`src/rtl/drop_sequencer_if.sv`:
```
// Drop sequencer interface: move request, renderer handshake, board-RAM
// write port and game status lines.
interface drop_sequencer_if;
  logic       go;
  logic [2:0] column;
  logic       draw_done;
  logic       wr_en;
  logic [5:0] wr_addr;
  logic [1:0] wr_data;
  logic       draw_req;
  logic [1:0] player;
  logic       busy;
  logic       illegal;
  logic [5:0] move_count;
  logic       board_full;

  // Sequencer side
  modport slave (
    input  go, column, draw_done,
    output wr_en, wr_addr, wr_data, draw_req, player,
           busy, illegal, move_count, board_full
  );

  // Controller / renderer side
  modport master (
    output go, column, draw_done,
    input  wr_en, wr_addr, wr_data, draw_req, player,
           busy, illegal, move_count, board_full
  );
endinterface

```
`src/rtl/drop_sequencer.sv`:
```
// Drop sequencer: accepts a column, checks it against per-column heights,
// writes the piece into board RAM, waits for the renderer, then hands the
// turn to the other player. All outputs come straight from flops.
module drop_sequencer #(
  parameter int COLS = 7,
  parameter int ROWS = 6
) (
  input  logic             clk,
  input  logic             reset,
  drop_sequencer_if.slave  bus
);

  localparam logic [2:0] COLS_L     = 3'(COLS);
  localparam logic [2:0] ROWS_L     = 3'(ROWS);
  localparam logic [5:0] FULL_COUNT = 6'(COLS * ROWS);

  typedef enum logic [2:0] {
    S_IDLE   = 3'd0,
    S_CHECK  = 3'd1,
    S_WRITE  = 3'd2,
    S_DRAW   = 3'd3,
    S_SWITCH = 3'd4,
    S_FULL   = 3'd5
  } state_e;

  state_e     state_q, state_d;
  logic [2:0] col_q, col_d;
  // Sized to the full 3-bit column range so an out-of-range column never
  // indexes past the array; entries at COLS and above stay at zero.
  logic [2:0] height_q [8];
  logic [1:0] player_q, player_d;
  logic [5:0] count_q, count_d;
  logic [5:0] addr_q, addr_d;
  logic       illegal_q, illegal_d;
  logic       wr_en_q, draw_req_q, busy_q, full_q;
  logic       inc_s;

  // Next-state and datapath decisions for the move sequence
  always_comb begin
    state_d   = state_q;
    col_d     = col_q;
    player_d  = player_q;
    count_d   = count_q;
    addr_d    = addr_q;
    illegal_d = 1'b0;
    inc_s     = 1'b0;
    case (state_q)
      S_IDLE: begin
        if (bus.go) begin
          col_d   = bus.column;
          state_d = S_CHECK;
        end else begin
          state_d = S_IDLE;
        end
      end
      S_CHECK: begin
        if (col_q >= COLS_L) begin
          illegal_d = 1'b1;
          state_d   = S_IDLE;
        end else if (height_q[col_q] == ROWS_L) begin
          illegal_d = 1'b1;
          state_d   = S_IDLE;
        end else begin
          addr_d  = {height_q[col_q], col_q};
          state_d = S_WRITE;
        end
      end
      S_WRITE: begin
        inc_s   = 1'b1;
        state_d = S_DRAW;
      end
      S_DRAW: begin
        if (bus.draw_done) begin
          state_d = S_SWITCH;
        end else begin
          state_d = S_DRAW;
        end
      end
      S_SWITCH: begin
        player_d = (player_q == 2'b01) ? 2'b10 : 2'b01;
        count_d  = count_q + 6'd1;
        if (count_d == FULL_COUNT) begin
          state_d = S_FULL;
        end else begin
          state_d = S_IDLE;
        end
      end
      S_FULL: begin
        state_d = S_FULL;
      end
      default: begin
        state_d = S_IDLE;
      end
    endcase
  end

  // State, game registers and output flops; reset wins over any input
  always_ff @(posedge clk) begin
    if (reset) begin
      state_q    <= S_IDLE;
      col_q      <= 3'd0;
      player_q   <= 2'b01;
      count_q    <= 6'd0;
      addr_q     <= 6'd0;
      illegal_q  <= 1'b0;
      wr_en_q    <= 1'b0;
      draw_req_q <= 1'b0;
      busy_q     <= 1'b0;
      full_q     <= 1'b0;
      for (int i = 0; i < 8; i++) begin
        height_q[i] <= 3'd0;
      end
    end else begin
      state_q    <= state_d;
      col_q      <= col_d;
      player_q   <= player_d;
      count_q    <= count_d;
      addr_q     <= addr_d;
      illegal_q  <= illegal_d;
      wr_en_q    <= (state_d == S_WRITE);
      draw_req_q <= (state_d == S_DRAW);
      busy_q     <= (state_d != S_IDLE);
      full_q     <= (state_d == S_FULL);
      if (inc_s) begin
        height_q[col_q] <= height_q[col_q] + 3'd1;
      end
    end
  end

  assign bus.wr_en      = wr_en_q;
  assign bus.wr_addr    = addr_q;
  assign bus.wr_data    = player_q;
  assign bus.draw_req   = draw_req_q;
  assign bus.player     = player_q;
  assign bus.busy       = busy_q;
  assign bus.illegal    = illegal_q;
  assign bus.move_count = count_q;
  assign bus.board_full = full_q;

endmodule

```
`src/flat_wrapper.sv`:
```
// flat-port wrapper written by rule: the top's interface ports become plain ports
module drop_sequencer_flat 
#(
  parameter int COLS = 7,
  parameter int ROWS = 6
)
  (clk, reset, bus_go, bus_column, bus_draw_done, bus_wr_en, bus_wr_addr, bus_wr_data, bus_draw_req, bus_player, bus_busy, bus_illegal, bus_move_count, bus_board_full);
  drop_sequencer_if bus_i ();
  input  logic clk;
  input  logic reset;
  input wire logic [$bits(bus_i.go)-1:0] bus_go;
  input wire logic [$bits(bus_i.column)-1:0] bus_column;
  input wire logic [$bits(bus_i.draw_done)-1:0] bus_draw_done;
  output wire logic [$bits(bus_i.wr_en)-1:0] bus_wr_en;
  output wire logic [$bits(bus_i.wr_addr)-1:0] bus_wr_addr;
  output wire logic [$bits(bus_i.wr_data)-1:0] bus_wr_data;
  output wire logic [$bits(bus_i.draw_req)-1:0] bus_draw_req;
  output wire logic [$bits(bus_i.player)-1:0] bus_player;
  output wire logic [$bits(bus_i.busy)-1:0] bus_busy;
  output wire logic [$bits(bus_i.illegal)-1:0] bus_illegal;
  output wire logic [$bits(bus_i.move_count)-1:0] bus_move_count;
  output wire logic [$bits(bus_i.board_full)-1:0] bus_board_full;
  assign bus_i.go = bus_go;
  assign bus_i.column = bus_column;
  assign bus_i.draw_done = bus_draw_done;
  assign bus_wr_en = bus_i.wr_en;
  assign bus_wr_addr = bus_i.wr_addr;
  assign bus_wr_data = bus_i.wr_data;
  assign bus_draw_req = bus_i.draw_req;
  assign bus_player = bus_i.player;
  assign bus_busy = bus_i.busy;
  assign bus_illegal = bus_i.illegal;
  assign bus_move_count = bus_i.move_count;
  assign bus_board_full = bus_i.board_full;
  drop_sequencer #(.COLS(COLS), .ROWS(ROWS)) u_core (.clk(clk), .reset(reset), .bus(bus_i));
endmodule
```
`config.mk`:
```
export PLATFORM = sky130hd
export DESIGN_NAME = drop_sequencer_flat
export DESIGN_NICKNAME = d
export VERILOG_FILES = /design/src/rtl/drop_sequencer_if.sv /design/src/rtl/drop_sequencer.sv /design/src/flat_wrapper.sv
export SDC_FILE = /design/constraint.sdc
export NUM_CORES = 1
export LEC_CHECK = 0
export ABC_AREA = 1
export BUFFER_PORTS_ARGS = -buffer_cell sky130_fd_sc_hd__buf_2
export CAP_MARGIN = 25
export CORE_MARGIN = 1.5
export CORE_UTILIZATION = 53
export CTS_CLUSTER_SIZE = 30
export DETAILED_ROUTE_END_ITERATION = 6
export PLACE_DENSITY = 0.74
export SYNTH_ARGS = -nofsm -noshare
export SYNTH_HDL_FRONTEND = slang
export SYNTH_SLANG_ARGS = --single-unit
```
`constraint.sdc`:
```
create_clock -name clk -period 2.3 [get_ports clk]
set_input_delay 0.23 -clock clk [delete_from_list [all_inputs] [get_ports clk]]
set_output_delay 0.23 -clock clk [all_outputs]
set_load 0.05 [all_outputs]
```
==> impl_metrics.toml, run 1 <==
[outcome]
status = "complete, no violations"

[setup_path]
crit_type = "flip-flop to flip-flop"
worst_setup_path_end_kind = "flip-flop"
cp_data_required_time_ns = 2.35
reg2regPathDepth = 8
cp_max_fo = 13
startpoint_type = "flip-flop"
arrival_ns = 2.09

[routing]
wl_per_cell_um = 12.30
first_pass_iters = 4
num_vias = 1833
drt_iter0_drc = 130
via_per_inst = 5.078
totalWireLength_mm = 4.440
drc = 0
postRouteAntennaNets = 0

[power_and_ir_drop]
powerDensity_nw_per_um2 = 831.7
power.leakage_nw = 1.214
peakVddDrop_mv = 0.5918
finalPower_mw = 2.158

[sta]
finalSetupViolations = 0
relSlewSlack_pct = 69.39
finalMaxSlewViolations = 0
rsz0062_at_grt = "false"
tns_ns = 0
hold_viol = 0
final.min_clock_period_ns = 2.035
timing.final.crit_share_pct = 88.50
whs_ns = 0.1653
finalClockSkew_ns = 0.01240
tightest_slew_ns = 0.4570
fmax_ghz = 0.4913

[yosys]
avgSynthCellArea_sq_um = 8.201
syn_nets = 296
synth_area_sq_um = 2337
yosysWarnings = 0
yosysSeqAreaShare_pct = 54.82
synthCells = 285
yosysUniqueCellTypes = 28
synth-seq-cells = 52

[clock_network]
post_cts_resized = 0
cts_buffers = 5
clk_latency_ns = 0.31
clock-root-buffer = "clkbuf_8"
cts.sinks = 52
cts-hold-fix-buffers = 0
clk_pin_slew_worst_paths_ns = 0.10
tritoncts = "done"
cts.htree.levels = 2
cts_max_path_buffers = 2
post_cts_buffers = 0

[floorplanning]
core_sq_um = 4115
initial_utilization_pct = 56.80
die_w_um = 69.41
io_pins = 28
die_h_um = 69.41
die_area_sq_um = 4817
row_count = 23

[cells_and_area]
drive_gt1_share_pct = 14.15
num-nets-final = 321
area_growth_pct = 11.03
fillCellCount = 373
final_common_cell = "nor2_1"
layout_common_cells = "nor2_1, nand2_1, inv_1"
antennaDiodeCount = 0

[grt]
antenna_found_initial = 0
grt-ovfl-total = 0
grt_max_degree = 29
grt_pass1_wl_mm = 7.797
first_global_vias = 1744
grt_usage_pct = 20.31

[job]
cap_violations = 0

[worst_hold_path]
whs_path_depth = 2
hold_class = "input port to flip-flop"

[place]
portBuffers = 27
post-dp-hpwl_mm = 3.291
finalWeightedCongestion = 0.7844
## where the power goes
group | internal [mW] | switching (mW)
Clock | 0.322 | 0.303
Combinational | 0.127 | 0.331
Sequential | 1.03 | 0.0447
Total | 1.48 | 0.679
## layout make-up
cell class	instances	area [sq um]	share of cell area (%)
repair buffers	30	157.7	6.075
clock buffers	5	68.82	2.652
clock inverters	3	42.54	1.639
flip-flops and latches	52	1282	49.42
well taps	50	62.56	2.411
inverters	34	127.6	4.918
multi-input cells	187	853.3	32.88
## through the flow
stage	instance area [sq um]	std cells	worst slack (ns)	utilization, %
global route	2595	361	0.06125	63.06
CTS	2594	361	0.1260	63.03
detailed placement	2482	353	0.1509	60.32
floorplan	2337	285	0.3263	-
global placement	2482	353	0.2145	60.32
finish	2595	361	0.2645	63.06
## cells by family after synthesis
| family | Yosys count | share of synthesized area, % |
|---|---|---|
| simple gates | 149 | 25.75 |
| flops | 52 | 54.82 |
| buf+inv | 46 | 8.672 |
| compound gates | 32 | 7.549 |
| fa+ha+maj | 4 | 2.141 |
| xor+xnor | 2 | 1.071 |
## synthesized netlist by cell type, drive strengths merged
cell / n / area [sq um]
inv: 34 / 127.6
edfxtp: 24 / 720.7
a21oi: 6 / 30.03
nand4: 4 / 25.02
o22ai: 1 / 6.260
a31oi: 2 / 12.51
buf: 8 / 58.80
ha: 4 / 50.05
a211oi: 1 / 7.510
a21boi: 1 / 7.510
o211a: 1 / 10.01
o21ai: 19 / 95.09
xnor2: 2 / 25.03
nor2: 68 / 255.2
nand3: 12 / 72.57
o211ai: 1 / 7.510
nand2: 65 / 249.0
clkbuf: 4 / 16.26
dfxtp: 28 / 560.5
## layer usage
metal | wire (um) | share of wire, % | GRT usage, %
met1 | 2026 | 46 | 26.17
met2 | 2115 | 48 | 33.97
met3 | 200 | 4.5 | 4.070
met4 | 97 | 2.2 | 7.407
met5 | 0 | 0 | 0
## registers in the layout, indices dropped and copies added, names as in the netlist, 2 cells and up, named ones only
signal and cells:
u_core.bus.move_count 6, u_core.bus.player 2, u_core.col_q 3, u_core.bus.wr_addr 6, u_core.height_q 24, u_core.state_q 3
## final timing paths
check                                           start               endpoint  slack (ns)
worst max-delay path                        flip-flop  u_core.height_q[2][2]        0.26
worst min-delay path                            reset    u_core.bus.draw_req        0.17
worst max register to register              flip-flop  u_core.height_q[2][2]        0.26
worst min register to register  u_core.bus.wr_addr[2]  u_core.bus.wr_addr[2]        0.52
## worst max-delay path, stage by stage, from the launching register on
cell and delay [ns]:
dfxtp_2 0.46, inv_2 0.13, o21ai_0 0.21, nand3_1 0.09, nand2_1 0.09, inv_1 0.07, ha_1 0.21, xnor2_2 0.41
nor2_1 0.08
(Power assumes the default switching activity.)
==> run 2: changes to the inputs <==
--- a/config.mk
+++ b/config.mk
@@ -12,6 +12,7 @@
 export CORE_UTILIZATION = 53
 export CTS_CLUSTER_SIZE = 30
 export DETAILED_ROUTE_END_ITERATION = 6
+export GPL_TIMING_DRIVEN = 0
 export PLACE_DENSITY = 0.74
 export SYNTH_ARGS = -nofsm -noshare
 export SYNTH_HDL_FRONTEND = slang
==> run 2 against run 1 <==
Net effect: via count rose by 0.71%; highest routed layer unchanged; first-iteration DRC count fell by 18%; total power rose by 0.27%; critical path type unchanged; cell area rose by 2.9%; routed wire length rose by 1.6%; sequential cell count did not move; fmax fell by 2.0%; non-clock buffer count rose by 10; global-route usage fell by 0.11 points; register-to-register slack got worse by 0.04 ns.
==> impl_metrics.toml, run 2 (synthesis gave the netlist of run 1 again) <==
[outcome]
status = "complete, no violations"

[cells_and_area]
top_register = "u_core.height_q"
antennaDiodeCount = 0
final_area_sq_um = 2671
area_growth_pct = 14.29
layout_common_cells = "nor2_1, nand2_1, inv_1"
fin_cells = 371
drive_gt1_share_pct = 16.51
num-nets-final = 331
largest_register_ffs = 24
final_common_cell = "nor2_1"

[setup_path]
arrival_ns = 2.12
cp_max_fo = 10
crit_top_cell = "nor2_1"
startpoint_type = "flip-flop"
reg2regPathDepth = 11
crit_type = "flip-flop to flip-flop"
reg2reg_to = "u_core.height_q[0][2]"
crit_chain = "buf_4, nor2_1, nor2_1, o21ai_1, o21ai_0, inv_1, o21ai_2, buf_4, ha_1, xnor2_4, nor2_1"
cpPeakStageDelay_ns = 0.35
cp_data_required_time_ns = 2.35
cp_slowest_cell = "dfxtp_2"
reg2reg_slack_ns = 0.22
crit_end = "u_core.height_q[0][2]"
worst_setup_path_end_kind = "flip-flop"

[routing]
wl_per_cell_um = 12.16
totalWireLength_mm = 4.510
drt_iter0_drc = 107
drc = 0
postRouteAntennaNets = 0
first_pass_iters = 4
via_per_inst = 4.976
num_vias = 1846

[floorplanning]
core_sq_um = 4115
row_count = 23
die_area_sq_um = 4817
die_h_um = 69.41
io_pins = 28
die_w_um = 69.41
initial_utilization_pct = 56.80

[sta]
timing.final.crit_share_pct = 90.32
final.min_clock_period_ns = 2.077
relSlewSlack_pct = 64.01
finalSetupViolations = 0
rsz0062_at_grt = "false"
finalClockSkew_ns = 0.007373
finalMaxSlewViolations = 0
hold_viol = 0
tightest_slew_ns = 0.5398
fmax_ghz = 0.4814

[grt]
grt_max_degree = 16
first_global_vias = 1756
antenna_found_initial = 0
grt_usage_pct = 20.20
grt-ovfl-total = 0
grt_pass1_wl_mm = 7.748

[power_and_ir_drop]
combPwrFrac_pct = 24.7
p_clk_share_pct = 26.1
p_switching_mw = 0.6822
power.leakage_nw = 1.256
powerDensity_nw_per_um2 = 810.0
p_sw_share_pct = 31.53
seqPwrFrac_pct = 49.1
power.internal_mw = 1.482
peakVddDrop_mv = 0.4985

[place]
post-dp-hpwl_mm = 3.378
portBuffers = 27
finalWeightedCongestion = 0.8298
placed_area_sq_um = 2535
dpl.cell_count = 362

[clock_network]
clk_latency_ns = 0.30
cts.sinks = 52
cts.htree.levels = 2
clock-root-buffer = "clkbuf_8"
clk_pin_slew_worst_paths_ns = 0.09
tritoncts = "done"
cts-hold-fix-buffers = 0
cts_max_path_buffers = 2
cts_buffers = 5

[worst_hold_path]
whs_path_depth = 2
hold_class = "input port to flip-flop"

[job]
cap_violations = 0
run 2: cell types whose count changed in the layout (fill, tap and decap cells not counted), sizes merged:
cell      before  now
clkinvlp       1    0
bufinv         1    0
clkbuf         5   11
buf           30   36
run 2: through the flow:
stage	TNS, ns	power (mW)	utilization [%]	hold WS (ns)	setup slack (ns)
detailed placement	-1.574	1.582	61.60	0.5013	-0.2093
finish	0	2.164	64.91	0.1819	0.2226
global placement	-0.7337	1.570	61.60	0.4964	-0.09380
floorplan	0	1.456	-	0.3024	0.3263
global route	0	2.283	64.91	0.1838	0.05124
CTS	0	2.149	64.15	0.1697	0.03942
run 2: cell type report:
class	count	area [sq um]
well taps	50	62.56
multi-input cells	187	870.8
inverters	34	127.6
fillers	381	1444
flip-flops and latches	52	1282
clock buffers	7	98.84
repair buffers	29	150.1
plain buffers	11	73.82
clock inverters	1	5.005
run 2: routing by layer:
layer / vias to the layer above / global-route usage, % / part of all wire [%]
li1: 973 / - / -
met2: 35 / 34.40 / 50
met3: 5 / 4.797 / 3.9
met1: 833 / 25.33 / 45
met5: - / 0 / 0
met4: 0 / 6.536 / 1.3
run 2: how the worst min path moves through the flow:
| stage | start | endpoint | slack, ns |
|---|---|---|---|
| after CTS | reset | u_core.bus.wr_en | 0.17 |
| after global routing | reset | u_core.bus.wr_en | 0.18 |
| after global placement | u_core.bus.wr_addr[0] | u_core.bus.wr_addr[0] | 0.50 |
| after detailed placement | reset | u_core.bus.wr_en | 0.50 |
| after floorplan | reset | u_core.bus.board_full | 0.30 |
| final | reset | u_core.bus.wr_en | 0.18 |
run 2: worst max-delay path: cells and delay by family, from the launching register on:
| family | cells | cell delay (ns) |
|---|---|---|
| AO/OA/AOI/OAI | 3 | 0.24 |
| adder cells (fa/ha/maj) | 1 | 0.26 |
| AND/OR/NAND/NOR | 3 | 0.23 |
| buffers and inverters | 3 | 0.42 |
| XOR/XNOR | 1 | 0.34 |
| flip-flops | 1 | 0.35 |
run 2: power by group through the flow:
stage	logic, mW	clock network [mW]	registers (mW)
CTS	0.506	0.579	1.06
detailed placement	0.497	0	1.09
global route	0.585	0.626	1.07
floorplan	0.286	0	1.17
finish	0.535	0.566	1.06
global placement	0.487	0	1.08
run 2: what timing repair did:
item,CTS,global route
gates resized for setup,2,3
buffers inserted,0,2
pin swaps,0,0
endpoints found under the setup margin,14,23
cloned,0,0
